File: src/rtl/pc_update_ras.sv
// Registered next-PC unit for the Y86-64 core with an optional return-address stack.
// Define PC_RAS_EN to build the stack; otherwise the RAS outputs are tied to zero.
module pc_update_ras #(
  parameter int             W         = 64,
  parameter int             RAS_DEPTH = 8,
  parameter logic [W-1:0]   RESET_PC  = '0
) (
  input  logic                           clk,
  input  logic                           rst_n,
  input  logic                           stall,
  input  logic [3:0]                     icode,
  input  logic                           cnd,
  input  logic [W-1:0]                   valC,
  input  logic [W-1:0]                   valP,
  input  logic [W-1:0]                   valM,
  output logic [W-1:0]                   pc,
  output logic                           halted,
  output logic                           invalid,
  output logic [$clog2(RAS_DEPTH+1)-1:0] ras_count,
  output logic                           ras_mispredict,
  output logic                           ras_underflow
);

  localparam int CW = $clog2(RAS_DEPTH + 1);

  localparam logic [3:0] I_HALT = 4'd0;
  localparam logic [3:0] I_JXX  = 4'd7;
  localparam logic [3:0] I_CALL = 4'd8;
  localparam logic [3:0] I_RET  = 4'd9;

  logic         upd;
  logic         is_call;
  logic         is_ret;
  logic         set_halt;
  logic         set_inv;
  logic [W-1:0] next_pc;

  always_comb begin
    upd      = !stall && !halted && !invalid;
    is_call  = upd && (icode == I_CALL);
    is_ret   = upd && (icode == I_RET);
    set_halt = upd && (icode == I_HALT);
    set_inv  = upd && (icode > 4'd11);
    next_pc  = valP;
    case (icode)
      I_JXX:  next_pc = cnd ? valC : valP;
      I_CALL: next_pc = valC;
      I_RET:  next_pc = valM;
      4'd0, 4'd12, 4'd13, 4'd14, 4'd15: next_pc = pc;
      default: next_pc = valP;
    endcase
  end

  always_ff @(posedge clk or negedge rst_n) begin
    if (!rst_n) begin
      pc      <= RESET_PC;
      halted  <= 1'b0;
      invalid <= 1'b0;
    end else if (upd) begin
      pc <= next_pc;
      if (set_halt) halted  <= 1'b1;
      if (set_inv)  invalid <= 1'b1;
    end
  end

`ifdef PC_RAS_EN
  localparam int          PW   = $clog2(RAS_DEPTH);
  localparam logic [CW-1:0] FULL = CW'(RAS_DEPTH);

  logic [W-1:0]  stack [RAS_DEPTH];
  logic [PW-1:0] ptr;
  logic [PW-1:0] ptr_dec;
  logic [W-1:0]  top;

  // ptr addresses the next free slot; the newest entry sits one below it.
  always_comb begin
    ptr_dec = ptr - 1'b1;
    top     = stack[ptr_dec];
  end

  always_ff @(posedge clk or negedge rst_n) begin
    if (!rst_n) begin
      ptr            <= '0;
      ras_count      <= '0;
      ras_mispredict <= 1'b0;
      ras_underflow  <= 1'b0;
    end else begin
      ras_mispredict <= 1'b0;
      ras_underflow  <= 1'b0;
      if (is_call) begin
        ptr <= ptr + 1'b1;
        if (ras_count != FULL) ras_count <= ras_count + 1'b1;
      end else if (is_ret) begin
        if (ras_count == '0) begin
          ras_underflow <= 1'b1;
        end else begin
          ptr            <= ptr_dec;
          ras_count      <= ras_count - 1'b1;
          ras_mispredict <= (top != valM);
        end
      end
    end
  end

  // Stack contents are pure data and need no reset; a full push overwrites the oldest slot.
  always_ff @(posedge clk) begin
    if (is_call) stack[ptr] <= valP;
  end
`else
  assign ras_count      = '0;
  assign ras_mispredict = 1'b0;
  assign ras_underflow  = 1'b0;
`endif

endmodule

File: config.mk
export PLATFORM = sky130hd
export DESIGN_NAME = pc_update_ras
export DESIGN_NICKNAME = d
export VERILOG_FILES = /design/src/rtl/pc_update_ras.sv
export SDC_FILE = /design/constraint.sdc
export NUM_CORES = 1
export LEC_CHECK = 0
export ABC_AREA = 0
export ABC_CLOCK_PERIOD_IN_PS = 1600
export BUFFER_PORTS_ARGS = -buffer_cell sky130_fd_sc_hd__buf_4
export CAP_MARGIN = 20
export CORE_AREA = 2 2 104 106
export DETAILED_ROUTE_END_ITERATION = 16
export DIE_AREA = 0 0 106 108
export GPL_TIMING_DRIVEN = 1
export PLACE_DENSITY = 0.87
export SYNTH_ARGS = -nofsm -noshare
export SYNTH_HDL_FRONTEND = slang
export SYNTH_SLANG_ARGS = --single-unit
File: constraint.sdc
create_clock -name clk -period 1.6 [get_ports clk]
set_input_delay 0.32 -clock clk [delete_from_list [all_inputs] [get_ports clk]]
set_output_delay 0.32 -clock clk [all_outputs]
set_load 0.005 [all_outputs]
==> impl_metrics.toml, run 1 <==
[status]
status = "complete, no violations"

[finish]
antenna_cells = 0
mostFrequentLayoutCells = "buf_4, nand2_1, dfrtp_1, nor2_1"
nets = 1032
drive_gt1_share_pct = 37.25
mostFrequentLayoutCell = "buf_4"
final_core_util_pct = 67.60
syn_to_final_growth_pct = 54.63

[cts]
clk_pin_slew_ps = 70
clk_path_buf_depth = 2
clock_sinks = 66
ctsHtreeMaxLevel = 3
clock-root-buffer = "clkbuf_8"
cts_buffers = 9
clk_latency_ps = 330
cts_tree = "done"
cts_setup_buffers = 0

[timing]
fin_crit_ps = 1521
hold_slack_ps = 296.0
finalHoldViolations = 0
grt_setup_unrepaired = "no"
slew_viol_final = 0
fmax_mhz = 657.3
finalCritPeriodShare_pct = 95.09
skew_ps = 10.38
finalSetupViolCount = 0

[critical_path]
criticalPathCategory = "input pin to register"
reg2regPathDepth = 4
worstPathArrival_ps = 1740
reg2reg_from = "halted"
path_max_fanout = 36
crit_start = "icode[1]"
required_ps = 1820
reg2reg_setup_slack_ps = 130
worst_setup_path_start_kind = "input pin"
r2r_end = "pc[25]"
cp-end-kind = "register"

[global_routing]
grt_remaining_overflow = 0
grt_pass1_wl_mm = 26.25
grt_pass1_vias = 5489
grtUsageTotal_pct = 28.67
grt_max_degree = 72
antenna_found_initial = 0

[routing]
routed_via_density = 5.751
dr_total_vias = 5584
routed_wl_mm = 17.04
post_drt_wl_per_cell_um = 17.54
drc = 0
drt_iter0_markers = 381
ant_nets = 0
detail_route.first_pass.iterations = 5

[yosys]
synth.cell_area_sq_um = 4473
yosysSeqAreaShare_pct = 36.92
synth_cells = 588
ys_ff_latch = 66
yosysWarnings = 0
ys_types = 21
synth.avg_cell_area_sq_um = 7.607

[die]
start_util_pct = 43.72
die_x_um = 106
io_pins = 272
die_height_um = 108
dieArea_sq_um = 11450
rows = 37
core_area_sq_um = 10230

[pwr]
p_per_area_nw_per_um2 = 1102
total_power_mw = 7.625
p_leak_nw = 3.381
peakVddDrop_mv = 0.5468

[placed_design]
gp_congestion = 0.9338
dp_hpwl_mm = 12.45
io_buffer_count = 265

[min_path]
worstHoldPathType = "input pin to register"
holdCritStartpoint = "valP[62]"
hold_end = "pc[62]"
holdPathStages = 3

[job]
drv_cap = 0
==> area by class of cell <==
cell class,count,area (sq um)
well taps,136,170.2
clock buffers,11,151.4
multi-input cells,466,2569
repair buffers,289,2335
clock inverters,3,40.04
flip-flops and latches,66,1652
fillers,852,3314
==> cell families (layout without fill, tap and decap cells) <==
family / after synthesis / in the layout / share of synthesized area [%]
buffers and inverters: 61 / 303 / 6.937
AND/OR/NAND/NOR: 265 / 265 / 26.43
AO/OA/AOI/OAI: 195 / 195 / 29.62
other: 1 / 6 / 0.08384
flip-flops: 66 / 66 / 36.92
==> worst max-delay path by stage <==
stage | to | cells past startpoint | slack, ps
global placement | pc[23] | 6 | -290
floorplan | pc[22] | 5 | 30
global route | pc[56] | 6 | 30
detailed placement | pc[25] | 7 | -400
finish | pc[51] | 6 | 80
CTS | pc[40] | 4 | 80
==> cells in the mapped netlist (all sizes together) <==
| cell type | instances | area share [%] |
|---|---|---|
| a21oi | 64 | 7.2 |
| o31ai | 64 | 11 |
| conb | 1 | 0.084 |
| nor2 | 66 | 5.5 |
| a21o | 1 | 0.17 |
| and4b | 1 | 0.22 |
| nand4bb | 1 | 0.25 |
| buf | 30 | 4.3 |
| nor4 | 1 | 0.14 |
| dfrtp | 66 | 37 |
| clkbuf | 31 | 2.6 |
| a31o | 1 | 0.20 |
| nand2b | 65 | 9.1 |
| a22oi | 64 | 11 |
| nand2 | 129 | 11 |
| o2bb2ai | 1 | 0.62 |
| or3b | 1 | 0.20 |
| nor3b | 1 | 0.17 |
==> power breakdown <==
part | total [mW] | internal [mW] | switching, mW
sequential | 2.99 | 2.48 | 0.507
combinational | 3.20 | 1.86 | 1.34
clock | 1.43 | 0.784 | 0.649
total | 7.62 | 5.13 | 2.50
==> per-layer routing <==
| layer | part of all wire [%] | track usage, % | routed length (um) |
|---|---|---|---|
| met1 | 36 | 33.18 | 6186 |
| met2 | 51 | 50.65 | 8623 |
| met3 | 9.0 | 5.666 | 1536 |
| met4 | 4.0 | 14.57 | 688 |
| met5 | 0 | 0 | 0 |
==> state kept, by name, summed over array words and instances, names as in the netlist <==
name / flops
pc: 64
invalid: 1
halted: 1
==> stage by stage <==
stage | setup WS [ps] | cells | cell area, sq um | TNS (ps)
after global routing | 25.90 | 971 | 6917 | 0
after global placement | -293.0 | 956 | 6701 | -16460
after detailed placement | -400.1 | 956 | 6701 | -22120
after CTS | 78.23 | 971 | 6909 | 0
after floorplan | 33.13 | 593 | 4492 | 0
final | 78.62 | 971 | 6917 | 0
==> critical path: stages <==
cell and delay, ps:
buf_4 130, or3b_1 430, o2bb2ai_4 230, buf_12 230, a21oi_1 100, o31ai_1 280
==> timing repair <==
| action | 4_1_cts | 5_1_grt |
|---|---|---|
| endpoints found under the hold margin | 19 | 0 |
| resized for setup | 1 | 2 |
| endpoints found under the setup margin | 31 | 5 |
| hold buffers | 1 | 0 |
| gates cloned | 0 | 0 |
No activity file was read; power rests on OpenSTA's default activity.
==> run 2, diff against run 1 <==
BUFFER_PORTS_ARGS = default   (was -buffer_cell sky130_fd_sc_hd__buf_4)
CORE_AREA = 2 2 106 108   (was 2 2 104 106)
DIE_AREA = 0 0 108 110   (was 0 0 106 108)
DONT_BUFFER_PORTS = 1   (was default)
PLACE_DENSITY = 0.62   (was 0.87)
==> run 2 against run 1 <==
Against the previous run:
- the run now ends with hold timing left
- clock skew fell by 2.4 ps
- sequential share of layout area increased by 11 points
- die area grew 3.8%
- global-route usage down 6.7 points
- final cell count fell by 28%
- register-to-register slack hardly changed
- setup slack better by 40 ps
- flip-flop and latch count is the same
- worst hold slack worse by 630 ps
- first-iteration DRC count up 8.9%
- non-clock buffer count fell by 280
- wire length fell by 19%
- critical endpoint is now pc[8]
- largest power group is now registers
==> impl_metrics.toml, run 2 (synthesized netlist as in run 1, its figures left out) <==
[status]
status = "finished with violations"
violations = "hold timing"

[timing]
skew_ps = 7.982
hold_slack_ps = -329.1
fmax_mhz = 675.1
finalHoldViolations = 66
fin_crit_ps = 1481
finalCritPeriodShare_pct = 92.58
finalSetupViolCount = 0
slew_viol_final = 0

[routing]
detail_route.first_pass.iterations = 5
post_drt_wl_per_cell_um = 19.68
drt_iter0_markers = 415
routed_via_density = 5.994
drc = 0
dr_total_vias = 4178
routed_wl_mm = 13.72
ant_nets = 0

[cts]
clk_pin_slew_ps = 70
clock-root-buffer = "clkbuf_8"
clk_path_buf_depth = 2
ctsHtreeMaxLevel = 3
cts_buffers = 9
clock_sinks = 66
clk_latency_ps = 340
cts_tree = "done"

[critical_path]
path_max_fanout = 64
cp_slowest_cell = "dfrtp_1"
reg2regPathDepth = 4
required_ps = 1830
criticalPathCategory = "register to register"
reg2reg_setup_slack_ps = 120
worstPathArrival_ps = 1710
crit_chain = "nor2_2 > nand4bb_4 > buf_12 > o31ai_1"
cp-end-kind = "register"
reg2reg_from = "halted"
worst_path_largest_cell_delay_ps = 450
worst_setup_path_start_kind = "register"
r2r_end = "pc[8]"

[pwr]
total_power_mw = 5.595
peakVddDrop_mv = 0.5313
p_leak_nw = 1.987
p_per_area_nw_per_um2 = 1184

[die]
start_util_pct = 41.81
dieArea_sq_um = 11880
rows = 38
core_area_sq_um = 10700
die_x_um = 108
die_height_um = 110
io_pins = 272

[placed_design]
gp_congestion = 0.7914
dp_hpwl_mm = 9.126
io_buffer_count = 0

[global_routing]
grt_remaining_overflow = 0
grt_pass1_wl_mm = 20.47
antenna_found_initial = 0
grtUsageTotal_pct = 22.01
grt_pass1_vias = 4024
grt_max_degree = 68

[finish]
drive_gt1_share_pct = 5.386
antenna_cells = 0
mostFrequentLayoutCell = "nand2_1"
largest_reg_flops = 64
syn_to_final_growth_pct = 5.678
top_register = "pc"
nets = 752
mostFrequentLayoutCells = "nand2_1, dfrtp_1, nor2_1"
largestRegisters = "pc x64, halted x1, invalid x1"

[min_path]
worstHoldPathType = "input pin to async pin"

[job]
drv_cap = 0
[run 2: layer usage]
metal  wire, um  up-vias  global-route usage, %
met1       5241     1960                  26.12
met4        170        0                  7.601
li1           -     1964                      -
met2       6850      237                  37.60
met5          0        -                      0
met3       1453       17                  7.231
[run 2: how the worst max path moves through the flow]
stage / to / cells after the start / startpoint
after global placement: pc[36] / 5 / icode[1]
after floorplan: pc[22] / 5 / icode[1]
final: pc[8] / 4 / halted
after CTS: pc[2] / 4 / halted
after global routing: pc[2] / 4 / halted
after detailed placement: pc[8] / 5 / icode[1]
[run 2: layout make-up]
| cell class | count | area (sq um) |
|---|---|---|
| multi-input combinational | 466 | 2557 |
| clock buffer | 11 | 131.4 |
| tap | 140 | 175.2 |
| clock inverter | 5 | 31.28 |
| fill | 1079 | 5971 |
| sequential | 66 | 1652 |
| timing repair buffer | 9 | 180.2 |
[run 2: worst max-delay path: cells and delay by family (launching register included)]
| family | cells | cell delay (ps) |
|---|---|---|
| DFF | 1 | 450 |
| and+or+nand+nor | 2 | 370 |
| AOI/OAI and AO/OA | 1 | 300 |
| buffers and inverters | 1 | 230 |
[run 2: stage by stage]
step / util (%) / TNS (ps) / cell area [sq um] / instances / setup WS [ps]
floorplan: - / 0 / 4492 / 593 / 33.13
global placement: 42.64 / -1361 / 4562 / 681 / -42.77
detailed placement: 42.64 / -4231 / 4562 / 681 / -135.1
CTS: 44.16 / 0 / 4725 / 697 / 42.38
global route: 44.19 / -2.590 / 4727 / 697 / -2.590
finish: 44.19 / 0 / 4727 / 697 / 118.7
[run 2: where the power goes]
group | total, mW | internal [mW] | switching [mW] | leakage [nW]
logic | 1.18 | 0.574 | 0.602 | 1.09
clock network | 1.20 | 0.558 | 0.644 | 0.0831
registers | 3.22 | 2.49 | 0.731 | 0.818
total | 5.60 | 3.62 | 1.98 | 1.99
[run 2: timing repair]
action | 4_1_cts | 5_1_grt
hold endpoints to repair | 66 | 66
buffers inserted | 0 | 0
endpoints found under the setup margin | 0 | 3
resized for setup | 0 | 1
